===== src/rtl/uart_pkg.sv =====
// Shared UART definitions: parity encodings, transmitter state encoding and
// parameter legality helpers.
package uart_pkg;

  localparam logic [1:0] PAR_NONE = 2'b00;
  localparam logic [1:0] PAR_EVEN = 2'b01;
  localparam logic [1:0] PAR_ODD  = 2'b10;

  typedef enum logic [2:0] {
    ST_IDLE,
    ST_START,
    ST_DATA,
    ST_PARITY,
    ST_STOP
  } tx_state_t;

  function automatic bit data_bits_legal(input int n);
    return (n >= 5) && (n <= 9);
  endfunction

  function automatic bit os_rate_legal(input int n);
    return n >= 2;
  endfunction

  // Encoding 11 is reserved and behaves like "no parity".
  function automatic logic parity_enabled(input logic [1:0] mode);
    return (mode == PAR_EVEN) || (mode == PAR_ODD);
  endfunction

endpackage


===== src/rtl/uart_bit_timer.sv =====
// Bit-period timer: counts oversample ticks and flags the tick that closes
// a bit period. bit_end is combinational so the caller can move to the next
// bit on the very edge that sees the last tick.
module uart_bit_timer
  import uart_pkg::*;
#(
  parameter int OS_RATE = 16
) (
  input  logic clk,
  input  logic rst,
  input  logic s_tick,
  input  logic clear,
  output logic bit_end
);

  localparam int CW = (OS_RATE > 1) ? $clog2(OS_RATE) : 1;
  localparam logic [CW-1:0] LAST_TICK = CW'(OS_RATE - 1);

  logic [CW-1:0] tick_cnt_reg;

  // While cleared (transmitter idle) ticks are ignored entirely.
  assign bit_end = !clear && s_tick && (tick_cnt_reg == LAST_TICK);

  // Tick counter: restarts on clear and on each completed bit, never wraps.
  always_ff @(posedge clk) begin
    if (rst || clear) begin
      tick_cnt_reg <= '0;
    end else if (s_tick) begin
      if (tick_cnt_reg == LAST_TICK) begin
        tick_cnt_reg <= '0;
      end else begin
        tick_cnt_reg <= tick_cnt_reg + 1'b1;
      end
    end
  end

endmodule


===== src/rtl/uart_tx_flex.sv =====
// Parametrised UART transmitter: DATA_BITS LSB-first, optional even/odd
// parity, 1 or 2 stop bits chosen per frame, one-entry holding buffer so
// frames can go out back-to-back with no idle gap.
module uart_tx_flex
  import uart_pkg::*;
#(
  parameter int DATA_BITS = 8,
  parameter int OS_RATE   = 16
) (
  input  logic                 clk,
  input  logic                 rst,
  input  logic                 s_tick,
  input  logic                 tx_valid,
  output logic                 tx_ready,
  input  logic [DATA_BITS-1:0] tx_data,
  input  logic [1:0]           cfg_parity,
  input  logic                 cfg_stop2,
  output logic                 tx,
  output logic                 tx_busy,
  output logic                 tx_done
);

  localparam int BCW = $clog2(DATA_BITS + 1);
  localparam logic [BCW-1:0] LAST_BIT = BCW'(DATA_BITS - 1);

  if (!data_bits_legal(DATA_BITS)) begin : g_bad_data_bits
    $error("uart_tx_flex: DATA_BITS must be 5..9");
  end
  if (!os_rate_legal(OS_RATE)) begin : g_bad_os_rate
    $error("uart_tx_flex: OS_RATE must be >= 2");
  end

  // Holding buffer
  logic [DATA_BITS-1:0] buf_data_reg;
  logic [1:0]           buf_parity_reg;
  logic                 buf_stop2_reg;
  logic                 buf_full_reg, buf_full_next;
  logic                 ready_reg;
  logic                 accept;
  logic                 load;

  // Frame in flight
  tx_state_t            state_reg, state_next;
  logic [DATA_BITS-1:0] shift_reg, shift_next;
  logic                 par_en_reg, par_en_next;
  logic                 par_bit_reg, par_bit_next;
  logic                 stop2_reg, stop2_next;
  logic [BCW-1:0]       bit_cnt_reg, bit_cnt_next;
  logic                 stop_cnt_reg, stop_cnt_next;
  logic                 tx_reg, tx_next;
  logic                 done_reg, done_next;
  logic                 bit_end;

  uart_bit_timer #(
    .OS_RATE(OS_RATE)
  ) u_timer (
    .clk    (clk),
    .rst    (rst),
    .s_tick (s_tick),
    .clear  (state_reg == ST_IDLE),
    .bit_end(bit_end)
  );

  // ready mirrors "buffer empty", so accept and load can never coincide.
  assign accept = tx_valid && ready_reg;

  // Buffer occupancy for the next cycle.
  always_comb begin
    buf_full_next = buf_full_reg;
    if (accept) begin
      buf_full_next = 1'b1;
    end else if (load) begin
      buf_full_next = 1'b0;
    end
  end

  // Holding buffer: captures payload and frame config together on a transfer.
  always_ff @(posedge clk) begin
    if (rst) begin
      buf_full_reg   <= 1'b0;
      ready_reg      <= 1'b1;
      buf_data_reg   <= '0;
      buf_parity_reg <= PAR_NONE;
      buf_stop2_reg  <= 1'b0;
    end else begin
      if (accept) begin
        buf_data_reg   <= tx_data;
        buf_parity_reg <= cfg_parity;
        buf_stop2_reg  <= cfg_stop2;
      end
      buf_full_reg <= buf_full_next;
      ready_reg    <= !buf_full_next;
    end
  end

  // Next-state and output logic; a buffer load overrides everything else.
  always_comb begin
    state_next    = state_reg;
    shift_next    = shift_reg;
    par_en_next   = par_en_reg;
    par_bit_next  = par_bit_reg;
    stop2_next    = stop2_reg;
    bit_cnt_next  = bit_cnt_reg;
    stop_cnt_next = stop_cnt_reg;
    tx_next       = tx_reg;
    done_next     = 1'b0;
    load          = 1'b0;

    case (state_reg)
      ST_IDLE: begin
        tx_next = 1'b1;
        if (buf_full_reg) begin
          load = 1'b1;
        end
      end
      ST_START: begin
        if (bit_end) begin
          state_next   = ST_DATA;
          tx_next      = shift_reg[0];
          shift_next   = shift_reg >> 1;
          bit_cnt_next = '0;
        end
      end
      ST_DATA: begin
        if (bit_end) begin
          if (bit_cnt_reg == LAST_BIT) begin
            bit_cnt_next = '0;
            if (par_en_reg) begin
              state_next = ST_PARITY;
              tx_next    = par_bit_reg;
            end else begin
              state_next    = ST_STOP;
              tx_next       = 1'b1;
              stop_cnt_next = 1'b0;
            end
          end else begin
            bit_cnt_next = bit_cnt_reg + 1'b1;
            tx_next      = shift_reg[0];
            shift_next   = shift_reg >> 1;
          end
        end
      end
      ST_PARITY: begin
        if (bit_end) begin
          state_next    = ST_STOP;
          tx_next       = 1'b1;
          stop_cnt_next = 1'b0;
        end
      end
      ST_STOP: begin
        if (bit_end) begin
          if (stop2_reg && !stop_cnt_reg) begin
            stop_cnt_next = 1'b1;
          end else begin
            done_next = 1'b1;
            if (buf_full_reg) begin
              load = 1'b1;
            end else begin
              state_next = ST_IDLE;
              tx_next    = 1'b1;
            end
          end
        end
      end
      default: begin
        state_next = ST_IDLE;
        tx_next    = 1'b1;
      end
    endcase

    // Start bit goes out on the load edge; parity is precomputed here.
    if (load) begin
      state_next    = ST_START;
      tx_next       = 1'b0;
      shift_next    = buf_data_reg;
      par_en_next   = parity_enabled(buf_parity_reg);
      par_bit_next  = (buf_parity_reg == PAR_ODD) ? ~^buf_data_reg : ^buf_data_reg;
      stop2_next    = buf_stop2_reg;
      bit_cnt_next  = '0;
      stop_cnt_next = 1'b0;
    end
  end

  // State and output registers; reset aborts any frame and idles the line.
  always_ff @(posedge clk) begin
    if (rst) begin
      state_reg    <= ST_IDLE;
      shift_reg    <= '0;
      par_en_reg   <= 1'b0;
      par_bit_reg  <= 1'b0;
      stop2_reg    <= 1'b0;
      bit_cnt_reg  <= '0;
      stop_cnt_reg <= 1'b0;
      tx_reg       <= 1'b1;
      done_reg     <= 1'b0;
    end else begin
      state_reg    <= state_next;
      shift_reg    <= shift_next;
      par_en_reg   <= par_en_next;
      par_bit_reg  <= par_bit_next;
      stop2_reg    <= stop2_next;
      bit_cnt_reg  <= bit_cnt_next;
      stop_cnt_reg <= stop_cnt_next;
      tx_reg       <= tx_next;
      done_reg     <= done_next;
    end
  end

  assign tx       = tx_reg;
  assign tx_ready = ready_reg;
  assign tx_busy  = (state_reg != ST_IDLE);
  assign tx_done  = done_reg;

endmodule

===== config.mk =====
export PLATFORM = sky130hd
export DESIGN_NAME = uart_tx_flex
export DESIGN_NICKNAME = d
export VERILOG_FILES = /design/src/rtl/uart_pkg.sv /design/src/rtl/uart_bit_timer.sv /design/src/rtl/uart_tx_flex.sv
export SDC_FILE = /design/constraint.sdc
export NUM_CORES = 1
export LEC_CHECK = 0
export CORE_AREA = 5 5 65 67
export CTS_CLUSTER_SIZE = 24
export DETAILED_ROUTE_END_ITERATION = 6
export DIE_AREA = 0 0 70 72
export GPL_TIMING_DRIVEN = 1
export HOLD_SLACK_MARGIN = 0.08
export PLACE_DENSITY_LB_ADDON = 0.25
export SYNTH_ARGS = -nofsm -noshare
export SYNTH_HDL_FRONTEND = slang
export SYNTH_HIERARCHICAL = 1
export SYNTH_SLANG_ARGS = --single-unit

===== constraint.sdc =====
create_clock -name clk -period 2.3 [get_ports clk]
set_input_delay 0.23 -clock clk [delete_from_list [all_inputs] [get_ports clk]]
set_output_delay 0.23 -clock clk [all_outputs]
set_load 0.05 [all_outputs]

* Yosys cells after proc, flatten, opt, wreduce, memory -nomap -nowiden
Index checks and enable logic that the tools add are counted.
** Storage, ports and cells
- Logic and storage cells :: 116
- Register bits :: 38
- Output and inout port bits :: 4
** Operators by class
- $add $sub $neg :: 2
- Reduce and logical (&&, ||, !) cells :: 24
- Bitwise operators :: 3
- Eq/ne operators :: 26
- Muxes and demuxes :: 45
** Operators with widths (number)
- $mux W8 :: 4
- $mux W3 :: 8
- $ne A3 B3 Y1 const B :: 8
- $mux W1 :: 23
- $ne A2 B2 Y1 const B :: 10
- $mux W4 :: 4
- $pmux W8 S2 :: 1
- $reduce_and A8 Y1 :: 2
- $pmux W3 S5 :: 1
- $reduce_bool A3 Y1 :: 3
- $add A4 B1 Y4 const B :: 2
- $pmux W4 S2 :: 1
- $reduce_xnor A8 Y1 :: 1
- $reduce_xor A8 Y1 :: 1
- $reduce_and A7 Y1 :: 1
- $eq A3 B2 Y1 const B :: 2
- $reduce_and A6 Y1 :: 1
- $eq A4 B3 Y1 const B :: 1
- $eq A4 B4 Y1 const B :: 1
- $logic_and A1 B1 Y1 :: 4
- $pmux W1 S4 :: 1
- $reduce_and A4 Y1 :: 1
- $eq A3 B1 Y1 const B :: 1
- $eq A3 B3 Y1 const B :: 1
- other kinds (12) :: 17

* Depth between registers and ports, before layout
Gate-level depths: netlist of run 1.
- Depth in word-level cells :: 9
- Depth in mapped cells :: 9

* Cells and area by module
Netlist of run 1, hierarchy kept.
** By module, submodules not included
- uart_tx_flex :: cells an instance 193, area each 1557.7 µm², instances 1, seq. area each 680.7 µm²
- uart_bit_timer :: cells an instance 19, area each 181.4 µm², instances 1, seq. area each 80.1 µm²

* Worst setup path after synthesis of run 1
No wires, ideal clock.
- Path kind :: register to register
- Start :: register state_reg[0]
- End :: register shift_reg[3]
- Path buffers :: 2
- Setup slack :: 64 ps
- Cell stages (with the launch flop) :: 10
- Clock period less this slack :: 2236 ps
- Arrival time :: 2145 ps
- Path through :: dfxtp_1 clkbuf_1 nor3_1 nor2_1 inv_1 or3_1 buf_2 a21oi_4 nand2_1 a311oi_1
** Between the ends
- Longest elaborated chain between the ends :: 8
** RTL lines
- start, declared :: RTL line uart_tx_flex.sv:43 : tx_state_t state_reg, state_next;
- start signal, assigned :: RTL line uart_tx_flex.sv:197 : state_reg <= state_next;
- $logic_not A3 Y1 * :: RTL line uart_tx_flex.sv:60 : .clear (state_reg == ST_IDLE),
- $logic_not A1 Y1 * :: RTL line uart_bit_timer.sv:22 : assign bit_end = !clear && s_tick && (tick_cnt_reg == LAST_TICK);
- $logic_and A1 B1 Y1 * (2 in a row) :: RTL line uart_bit_timer.sv:22
- named net bit_end :: RTL line uart_tx_flex.sv:52 : logic bit_end;
- $mux W1 :: RTL line uart_tx_flex.sv:151 : if (bit_end) begin
- $pmux W1 S2 :: RTL line uart_tx_flex.sv:109 : case (state_reg)
- $ne A3 B3 Y1 (no source line) or $reduce_bool A3 Y1 (tied branches)
- $reduce_and A4 Y1 (no source line)
- end signal, assigned :: RTL line uart_tx_flex.sv:198 : shift_reg <= shift_next;
- end, declared :: RTL line uart_tx_flex.sv:44 : logic [DATA_BITS-1:0] shift_reg, shift_next;
The timed path passes the listed nets; every way through them passes the cells marked *.
A chain may end at the register's enable or synchronous reset.

* Final worst setup path of run 1
- Start :: register state_reg[0]
- End :: output port tx_busy
** Between the ends
- Longest elaborated chain between the ends :: 1
** RTL lines
- $reduce_bool A3 Y1 :: RTL line uart_tx_flex.sv:211 : assign tx_busy = (state_reg != ST_IDLE);
- end, declared :: RTL line uart_tx_flex.sv:19 : output logic tx_busy,
No other way between the ends.

==> impl_results.html, run 1 <==
<table>
<tr><th>Metric</th><th>Value</th></tr>
<tr><th colspan="2">Status</th></tr>
<tr><td>Run status</td><td>complete, no violations</td></tr>
<tr><th colspan="2">Place</th></tr>
<tr><td>Post-Place Cell Area</td><td>1990 µm²</td></tr>
<tr><td>Number of buffers inserted by port buffering</td><td>18</td></tr>
<tr><td>Detailed-placement wirelength estimate</td><td>2.51 mm</td></tr>
<tr><td>Number of placed instances, taps included</td><td>274</td></tr>
<tr><td>GPL Wtd Cong</td><td>0.784</td></tr>
<tr><th colspan="2">Floorplan</th></tr>
<tr><td>Die outline width</td><td>70 µm</td></tr>
<tr><td>DIE AREA</td><td>5040 µm²</td></tr>
<tr><td>Core area</td><td>3580 µm²</td></tr>
<tr><td>Initial Utilization</td><td>48.6%</td></tr>
<tr><td>I/O pin count</td><td>19</td></tr>
<tr><td>Die height</td><td>72 µm</td></tr>
<tr><td>Number of cell rows</td><td>22</td></tr>
<tr><th colspan="2">Synthesis</th></tr>
<tr><td>Post-synthesis instance area</td><td>1740 µm²</td></tr>
<tr><td>Instance count of the mapped netlist</td><td>212</td></tr>
<tr><td>Net count after synthesis</td><td>230</td></tr>
<tr><td>Warnings, synthesis</td><td>6</td></tr>
<tr><td>Synthesized flop and latch total</td><td>38</td></tr>
<tr><td>Post-synth cell types</td><td>40</td></tr>
<tr><td>Sequential-to-total area share from yosys stat</td><td>43.7%</td></tr>
<tr><td>Syn_area_per_cell</td><td>8.20 µm²</td></tr>
<tr><th colspan="2">Setup path</th></tr>
<tr><td>Startpoint of the most critical register-to-register path</td><td>u_timer/tick_cnt_reg[0]$_SDFFE_PP0P_</td></tr>
<tr><td>Critical Path RT</td><td>2.07 ns</td></tr>
<tr><td>Arrival time reported for the critical path endpoint</td><td>1.82 ns</td></tr>
<tr><td>Endpoint kind of the worst setup timing path</td><td>output pin</td></tr>
<tr><td>Crit Reg-Reg Endpoint</td><td>shift_reg[3]$_SDFFE_PP0P_</td></tr>
<tr><td>Kind of start point of the critical path</td><td>flop</td></tr>
<tr><td>Worst setup slack for register-to-register paths</td><td>0.26 ns</td></tr>
<tr><td>WS Path Type</td><td>flop to output pin</td></tr>
<tr><td>Worst r2r path cells</td><td>8</td></tr>
<tr><td>CP max FO</td><td>4</td></tr>
<tr><th colspan="2">Global route</th></tr>
<tr><td>GRT Max-Usage Layer</td><td>met2</td></tr>
<tr><td>Global-route wire length before repair</td><td>5.84 mm</td></tr>
<tr><td>Number of global-route vias before repair</td><td>1312</td></tr>
<tr><td>Leftover overflow at the end of global routing</td><td>0</td></tr>
<tr><td>Grt met2 use</td><td>23.9%</td></tr>
<tr><td>GR met1 Demand/Resource</td><td>17.6%</td></tr>
<tr><td>Largest net degree at the start of global routing</td><td>27</td></tr>
<tr><td>Met3 track utilization from global routing</td><td>4.16%</td></tr>
<tr><td>Initial antenna violation count</td><td>0</td></tr>
<tr><td>Overall Global Routing Usage</td><td>14.4%</td></tr>
<tr><th colspan="2">Power and ir drop</th></tr>
<tr><td>Overall power of the completed layout</td><td>1.38 mW</td></tr>
<tr><td>Switch Pwr</td><td>0.346 mW</td></tr>
<tr><td>Pwr dens</td><td>669 nW/µm²</td></tr>
<tr><td>Lkg Pwr</td><td>0.751 nW</td></tr>
<tr><td>Clock power share</td><td>33.9%</td></tr>
<tr><td>Part of the power in registers</td><td>51.5%</td></tr>
<tr><td>Int Pwr</td><td>1.04 mW</td></tr>
<tr><td>Switching power as a share of total power</td><td>25.0%</td></tr>
<tr><td>Maximum vdd ir drop</td><td>0.394 mV</td></tr>
<tr><td>Combinational fraction of design power</td><td>14.7%</td></tr>
<tr><th colspan="2">Clock network</th></tr>
<tr><td>Clock sinks</td><td>38</td></tr>
<tr><td>CTS HTree Levels</td><td>2</td></tr>
<tr><td>Post-CTS setup buffer count</td><td>0</td></tr>
<tr><td>Cell at the root of the clock tree</td><td>sky130_fd_sc_hd__clkbuf_4</td></tr>
<tr><td>CTS tree</td><td>built</td></tr>
<tr><td>Num CTS Buffers</td><td>5</td></tr>
<tr><td>Longest Clk Path Bufs</td><td>2</td></tr>
<tr><td>Cts hold-fix bufs</td><td>0</td></tr>
<tr><td>Resize count post-CTS</td><td>0</td></tr>
<tr><td>Clock-pin slew reported for the worst setup and hold paths after clock tree synthesis</td><td>0.11 ns</td></tr>
<tr><td>Insertion delay to the later sink of the worst-skew pair</td><td>0.35 ns</td></tr>
<tr><th colspan="2">Detailed routing</th></tr>
<tr><td>Final routed wirelength across all metal layers</td><td>3.42 mm</td></tr>
<tr><td>Count of nets left with antenna violations after detail routing</td><td>0</td></tr>
<tr><td>Vias</td><td>1470</td></tr>
<tr><td>Vias per cell</td><td>5.23</td></tr>
<tr><td>DRC marker count from the first detailed-route iteration</td><td>104</td></tr>
<tr><td>DRC violation count after routing</td><td>0</td></tr>
<tr><td>Drt first pass iters</td><td>5</td></tr>
<tr><td>Per-cell routed wire length</td><td>12.2 µm</td></tr>
<tr><th colspan="2">Min path</th></tr>
<tr><td>Worst hold path type</td><td>primary input to flop</td></tr>
<tr><td>Hold_sp</td><td>tx_data[1]</td></tr>
<tr><td>Cell depth of the worst min-delay path</td><td>3</td></tr>
<tr><td>Hold EP</td><td>buf_data_reg[1]$_SDFFE_PP0P_</td></tr>
<tr><th colspan="2">STA</th></tr>
<tr><td>Total negative slack</td><td>0 ns</td></tr>
<tr><td>Final worst clock skew</td><td>0.0118 ns</td></tr>
<tr><td>Tmin final</td><td>2.05 ns</td></tr>
<tr><td>Final-report max-slew violation count</td><td>0</td></tr>
<tr><td>Post-Route Hold Slack</td><td>0.409 ns</td></tr>
<tr><td>Ratio of final minimum period to clock period</td><td>89.1%</td></tr>
<tr><td>Headroom to the max-slew limit</td><td>66.9%</td></tr>
<tr><td>RSZ-0062 raised after global routing</td><td>no</td></tr>
<tr><td>Actual transition at the worst max-transition pin</td><td>0.496 ns</td></tr>
<tr><td>Number of failing hold endpoints at the final stage</td><td>0</td></tr>
<tr><td>Fmax</td><td>0.488 GHz</td></tr>
<tr><td>Final count of negative-setup-slack endpoints</td><td>0</td></tr>
<tr><th colspan="2">Layout</th></tr>
<tr><td>Final Cell Area</td><td>2070 µm²</td></tr>
<tr><td>Area of combinational cells with multiple inputs</td><td>913 µm²</td></tr>
<tr><td>Number of filler instances in the final layout</td><td>358</td></tr>
<tr><td>Area growth from synthesis to layout</td><td>19.1%</td></tr>
<tr><td>Flip-flop and latch area</td><td>761 µm²</td></tr>
<tr><td>Total Nets Final</td><td>251</td></tr>
<tr><td>Count of antenna diodes in the layout</td><td>0</td></tr>
<tr><td>Final Non-Filler Cells</td><td>281</td></tr>
<tr><td>Fraction of layout instances using a drive strength above 1</td><td>9.01%</td></tr>
<tr><th colspan="2">Flow run</th></tr>
<tr><td>Max-cap violations</td><td>0</td></tr>
</table>
==> cells by family (layout without fill, tap and decap cells) <==
kind of cell / after synthesis / count (layout) / synth area share, %
simple gates: 94 / 94 / 26.0
compound gates: 49 / 49 / 17.5
flops: 38 / 38 / 43.7
buf+inv: 16 / 37 / 3.74
xor+xnor: 11 / 11 / 6.33
fa+ha+maj: 3 / 3 / 2.16
mux: 1 / 1 / 0.576
==> critical path, stage by stage (launching register included) <==
cell                              delay (ns)
sky130_fd_sc_hd__dfxtp_1                0.32
sky130_fd_sc_hd__nor3_1                 0.25
sky130_fd_sc_hd__buf_4                  0.18
sky130_fd_sc_hd__inv_1                  0.04
sky130_fd_sc_hd__clkdlybuf4s50_1        0.69
==> per-layer routing <==
metal | wire length [µm] | part of all wire [%] | vias up
li1 | - | - | 778
met1 | 1650 | 48 | 660
met2 | 1570 | 46 | 26
met3 | 151 | 4.4 | 6
met4 | 55 | 1.6 | 0
met5 | 0 | 0 | -
==> cell type report <==
cell class                 instances  area share (%)
sequential                        38            36.7
clock inverter                     1            1.45
timing repair buffer              26            11.6
clock buffer                       6            2.48
inverter                           4           0.725
multi-input combinational        158            44.1
tap                               48            2.90
==> cell usage after synthesis, drive strengths merged <==
library cell / instances / area share [%]
nor2b: 2 / 0.72
xnor2: 7 / 3.5
nand2b: 5 / 1.8
and3: 1 / 0.36
ha: 3 / 2.2
a32oi: 1 / 0.50
a21oi: 26 / 8.1
nor2: 17 / 4.0
or3: 2 / 0.72
and2: 1 / 0.36
xor2: 3 / 1.5
or4b: 1 / 0.58
nand2: 43 / 9.3
nand4: 4 / 1.4
or2: 1 / 0.36
and4bb: 1 / 0.72
clkbuf: 7 / 1.5
buf: 5 / 1.4
a211oi: 1 / 0.43
a311oi: 4 / 2.0
inv: 4 / 0.86
a22oi: 4 / 1.7
nand3: 7 / 2.0
and3b: 1 / 0.50
a21o: 3 / 1.3
o31ai: 2 / 0.86
mux2i: 1 / 0.58
nor4b: 2 / 1.0
dfxtp: 38 / 44
xnor3: 1 / 1.3
o21ai: 5 / 1.4
a31oi: 2 / 0.72
o22ai: 1 / 0.36
nand3b: 1 / 0.43
nor3: 5 / 1.7
==> layout by cell type, fill, tap and decap left out, drive strengths merged, types with 2 or more instances in the layout <==
cell           netlist  final
nand2               43     43
dfxtp               38     38
a21oi               26     26
clkdlybuf4s50        0     18
nor2                17     17
buf                  5      8
nand3                7      7
xnor2                7      7
clkbuf               7      6
nand2b               5      5
nor3                 5      5
o21ai                5      5
inv                  4      4
a22oi                4      4
a311oi               4      4
nand4                4      4
a21o                 3      3
xor2                 3      3
ha                   3      3
nor2b                2      2
or3                  2      2
nor4b                2      2
a31oi                2      2
o31ai                2      2
==> through the flow <==
stage	setup slack [ns]	util (%)
final	0.251	57.9
after global routing	0.0794	57.9
after CTS	0.224	57.9
after detailed placement	0.0940	55.6
after global placement	0.161	55.6
after floorplan	0.0640	-
==> worst max-delay path by stage <==
stage | startpoint | end | slack, ns | depth (start not counted)
finish | state_reg[0]$_SDFFE_PP0P_ | tx_busy | 0.25 | 4
global placement | s_tick | shift_reg[4]$_SDFFE_PP0P_ | 0.16 | 8
detailed placement | s_tick | shift_reg[3]$_SDFFE_PP0P_ | 0.09 | 8
floorplan | state_reg[0]$_SDFFE_PP0P_ | shift_reg[3]$_SDFFE_PP0P_ | 0.06 | 9
CTS | u_timer/tick_cnt_reg[0]$_SDFFE_PP0P_ | shift_reg[3]$_SDFFE_PP0P_ | 0.22 | 8
global route | u_timer/tick_cnt_reg[0]$_SDFFE_PP0P_ | shift_reg[4]$_SDFFE_PP0P_ | 0.08 | 8
==> power by group through the flow <==
stage	clock network, mW	logic, mW	registers (mW)
after floorplan	0	0.125	0.736
after global placement	0	0.201	0.727
after detailed placement	0	0.205	0.727
after CTS	0.474	0.205	0.712
after global routing	0.508	0.224	0.718
final	0.469	0.203	0.712
No activity file was read; power rests on OpenSTA's default activity.
==> inputs of run 2 (changes only) <==
GPL_ROUTABILITY_DRIVEN = 0   (was not set)
==> results of run 2 <==
Same layout as run 1: the final DEF is identical, and so are final timing and power.
==> inputs of run 3 (changes only) <==
REMOVE_ABC_BUFFERS = 1   (was not set)
==> impl_results.html, run 3 (synthesis gave the netlist of run 1 again) <==
<table>
<tr><th>Metric</th><th>Value</th></tr>
<tr><th colspan="2">Layout</th></tr>
<tr><td>Top library cells by usage in the layout, fill and taps aside</td><td>43 x sky130_fd_sc_hd__nand2_1, 38 x sky130_fd_sc_hd__dfxtp_1, 25 x sky130_fd_sc_hd__a21oi_1, 18 x sky130_fd_sc_hd__clkdlybuf4s50_1, 15 x sky130_fd_sc_hd__nor2_1</td></tr>
<tr><td>Number of filler instances in the final layout</td><td>350 (-2.2%)</td></tr>
<tr><td>Total Nets Final</td><td>252 (+0.40%)</td></tr>
<tr><td>Post-route core utilization</td><td>57.3% (-0.52 points)</td></tr>
<tr><td>Final Non-Filler Cells</td><td>283 (+0.71%)</td></tr>
<tr><td>Area growth from synthesis to layout</td><td>18.0%</td></tr>
<tr><td>Most frequent standard cell in the layout excluding fill and tap cells</td><td>sky130_fd_sc_hd__nand2_1</td></tr>
<tr><td>Final Cell Area</td><td>2050 µm² (-0.91%)</td></tr>
<tr><td>Count of antenna diodes in the layout</td><td>0 (unchanged)</td></tr>
<tr><td>Fraction of layout instances using a drive strength above 1</td><td>9.36% (+0.35 points)</td></tr>
<tr><th colspan="2">Detailed routing</th></tr>
<tr><td>Per-cell routed wire length</td><td>12.1 µm (-0.27%)</td></tr>
<tr><td>Vias per cell</td><td>5.23 (about the same)</td></tr>
<tr><td>Vias</td><td>1481 (+0.75%)</td></tr>
<tr><td>DRC marker count from the first detailed-route iteration</td><td>107 (+2.9%)</td></tr>
<tr><td>DRC violation count after routing</td><td>0 (unchanged)</td></tr>
<tr><td>Drt first pass iters</td><td>4 (-1)</td></tr>
<tr><td>Final routed wirelength across all metal layers</td><td>3.43 mm (+0.44%)</td></tr>
<tr><td>Count of nets left with antenna violations after detail routing</td><td>0 (unchanged)</td></tr>
<tr><th colspan="2">Clock network</th></tr>
<tr><td>Clock sinks</td><td>38 (unchanged)</td></tr>
<tr><td>Cts hold-fix bufs</td><td>0 (unchanged)</td></tr>
<tr><td>Clock-pin slew reported for the worst setup and hold paths after clock tree synthesis</td><td>0.12 ns (about the same)</td></tr>
<tr><td>CTS tree</td><td>built</td></tr>
<tr><td>CTS HTree Levels</td><td>2 (unchanged)</td></tr>
<tr><td>Num CTS Buffers</td><td>5 (unchanged)</td></tr>
<tr><td>Post-CTS setup buffer count</td><td>0 (unchanged)</td></tr>
<tr><td>Cell at the root of the clock tree</td><td>sky130_fd_sc_hd__clkbuf_4</td></tr>
<tr><td>Insertion delay to the later sink of the worst-skew pair</td><td>0.37 ns (+0.02 ns)</td></tr>
<tr><td>Resize count post-CTS</td><td>0 (unchanged)</td></tr>
<tr><td>Longest Clk Path Bufs</td><td>2 (unchanged)</td></tr>
<tr><th colspan="2">Floorplan</th></tr>
<tr><td>Die outline width</td><td>70 µm (unchanged)</td></tr>
<tr><td>DIE AREA</td><td>5040 µm² (unchanged)</td></tr>
<tr><td>Die height</td><td>72 µm (unchanged)</td></tr>
<tr><td>Number of cell rows</td><td>22 (unchanged)</td></tr>
<tr><td>Initial Utilization</td><td>48.6% (unchanged)</td></tr>
<tr><td>Core area</td><td>3580 µm² (unchanged)</td></tr>
<tr><td>I/O pin count</td><td>19 (unchanged)</td></tr>
<tr><th colspan="2">STA</th></tr>
<tr><td>Headroom to the max-slew limit</td><td>66.5% (-0.36 points)</td></tr>
<tr><td>Final-report max-slew violation count</td><td>0 (unchanged)</td></tr>
<tr><td>Actual transition at the worst max-transition pin</td><td>0.501 ns (+0.00538 ns)</td></tr>
<tr><td>Final count of negative-setup-slack endpoints</td><td>0 (unchanged)</td></tr>
<tr><td>Tmin final</td><td>2.06 ns (+0.0114 ns)</td></tr>
<tr><td>Final worst clock skew</td><td>0.0125 ns (+0.000652 ns)</td></tr>
<tr><td>Number of failing hold endpoints at the final stage</td><td>0 (unchanged)</td></tr>
<tr><td>Final worst setup slack</td><td>0.240 ns (-0.0114 ns)</td></tr>
<tr><td>Ratio of final minimum period to clock period</td><td>89.6% (+0.49 points)</td></tr>
<tr><td>Fmax</td><td>0.485 GHz (-0.55%)</td></tr>
<tr><td>Total negative slack</td><td>0 ns (unchanged)</td></tr>
<tr><td>RSZ-0062 raised after global routing</td><td>no</td></tr>
<tr><td>Post-Route Hold Slack</td><td>0.398 ns (-0.0117 ns)</td></tr>
<tr><th colspan="2">Setup path</th></tr>
<tr><td>Endpoint kind of the worst setup timing path</td><td>flop</td></tr>
<tr><td>Arrival time reported for the critical path endpoint</td><td>2.34 ns (+0.52 ns)</td></tr>
<tr><td>Startpoint of the worst setup timing path</td><td>u_timer/tick_cnt_reg[0]$_SDFFE_PP0P_</td></tr>
<tr><td>Critical path's top delay family</td><td>simple AND/OR/NAND/NOR gates</td></tr>
<tr><td>Cell breakdown of the critical path</td><td>ha_1 -&gt; nand4_1 -&gt; nor2_1 -&gt; inv_1 -&gt; or3_1 -&gt; a21oi_4 -&gt; nand2_1 -&gt; a311oi_1</td></tr>
<tr><td>Critical Path Max Stage Delay</td><td>0.48 ns (-0.21 ns)</td></tr>
<tr><td>Kind of start point of the critical path</td><td>flop</td></tr>
<tr><td>Critical Path RT</td><td>2.58 ns (+0.51 ns)</td></tr>
<tr><td>Slowest cell on crit path</td><td>sky130_fd_sc_hd__or3_1</td></tr>
<tr><td>WS Path Type</td><td>flop to flop</td></tr>
<tr><td>WP buf/inv</td><td>1 (-2)</td></tr>
<tr><td>Startpoint of the most critical register-to-register path</td><td>u_timer/tick_cnt_reg[0]$_SDFFE_PP0P_</td></tr>
<tr><td>CP max FO</td><td>7 (+3)</td></tr>
<tr><th colspan="2">Power and ir drop</th></tr>
<tr><td>Overall power of the completed layout</td><td>1.26 mW (-8.9%)</td></tr>
<tr><td>Maximum vdd ir drop</td><td>0.355 mV (-9.9%)</td></tr>
<tr><td>Switch Pwr</td><td>0.356 mW (+2.7%)</td></tr>
<tr><td>Pwr dens</td><td>615 nW/µm² (-8.0%)</td></tr>
<tr><td>Combinational fraction of design power</td><td>16.0% (+1.3 points)</td></tr>
<tr><td>Switching power as a share of total power</td><td>28.2% (+3.2 points)</td></tr>
<tr><td>Lkg Pwr</td><td>0.744 nW (-0.97%)</td></tr>
<tr><td>Part of the power in registers</td><td>56.4% (+4.9 points)</td></tr>
<tr><td>Clock power share</td><td>27.6% (-6.3 points)</td></tr>
<tr><td>Int Pwr</td><td>0.906 mW (-13%)</td></tr>
<tr><th colspan="2">Global route</th></tr>
<tr><td>Global-route wire length before repair</td><td>6.02 mm (+3.1%)</td></tr>
<tr><td>Overall Global Routing Usage</td><td>15.0% (+0.57 points)</td></tr>
<tr><td>Number of global-route vias before repair</td><td>1414 (+7.8%)</td></tr>
<tr><td>Initial antenna violation count</td><td>0 (unchanged)</td></tr>
<tr><td>Leftover overflow at the end of global routing</td><td>0 (unchanged)</td></tr>
<tr><td>Largest net degree at the start of global routing</td><td>20 (-26%)</td></tr>
<tr><th colspan="2">Min path</th></tr>
<tr><td>Worst hold path type</td><td>primary input to flop</td></tr>
<tr><td>Hold_sp</td><td>tx_data[0]</td></tr>
<tr><th colspan="2">Place</th></tr>
<tr><td>Number of placed instances, taps included</td><td>275 (+0.36%)</td></tr>
<tr><td>Post-Place Cell Area</td><td>2000 µm² (+0.38%)</td></tr>
<tr><td>Detailed-placement wirelength estimate</td><td>2.47 mm (-1.6%)</td></tr>
<tr><td>Number of buffers inserted by port buffering</td><td>18 (unchanged)</td></tr>
<tr><td>Placement Setup Slack</td><td>0.0792 ns (-0.0148 ns)</td></tr>
<tr><th colspan="2">Status</th></tr>
<tr><td>Run status</td><td>complete, no violations</td></tr>
<tr><th colspan="2">Flow run</th></tr>
<tr><td>Max-cap violations</td><td>0 (unchanged)</td></tr>
</table>
run 3: cell type report:
type	count	area [µm²]	area share, %
clock buffers	6	41.3	2.01
clock inverters	2	13.8	0.671
inverters	4	15.0	0.732
multi-input cells	158	913	44.5
flip-flops and latches	38	761	37.1
well taps	48	60.1	2.93
repair buffers	27	248	12.1
run 3: power groups by stage:
stage,sequential [mW],combinational (mW),clock (mW)
final,0.712,0.202,0.348
after global routing,0.718,0.224,0.396
after CTS,0.712,0.204,0.362
after detailed placement,0.727,0.203,0
after global placement,0.727,0.202,0
after floorplan,0.739,0.111,0
run 3: worst paths after layout:
path                                  end  slack, ns  cells after the start
max             shift_reg[3]$_SDFFE_PP0P_       0.24                      8
min          buf_data_reg[0]$_SDFFE_PP0P_       0.40                      3
min reg2reg      par_bit_reg$_SDFFE_PP0P_       0.46                      2
max reg2reg     shift_reg[3]$_SDFFE_PP0P_       0.24                      8
run 3: routing by layer:
layer | vias to the layer above | track usage, % | part of all wire (%)
met3 | 7 | 4.16 | 3.5
met2 | 17 | 25.0 | 47
met4 | 0 | 8.94 | 2.4
met1 | 680 | 17.2 | 47
met5 | - | 0 | 0
li1 | 777 | - | -
run 3: tightest hold or removal path, cell delays in order:
cell	delay, ns
sky130_fd_sc_hd__clkdlybuf4s50_1	0.40
sky130_fd_sc_hd__nand2_1	0.05
sky130_fd_sc_hd__a21oi_1	0.05
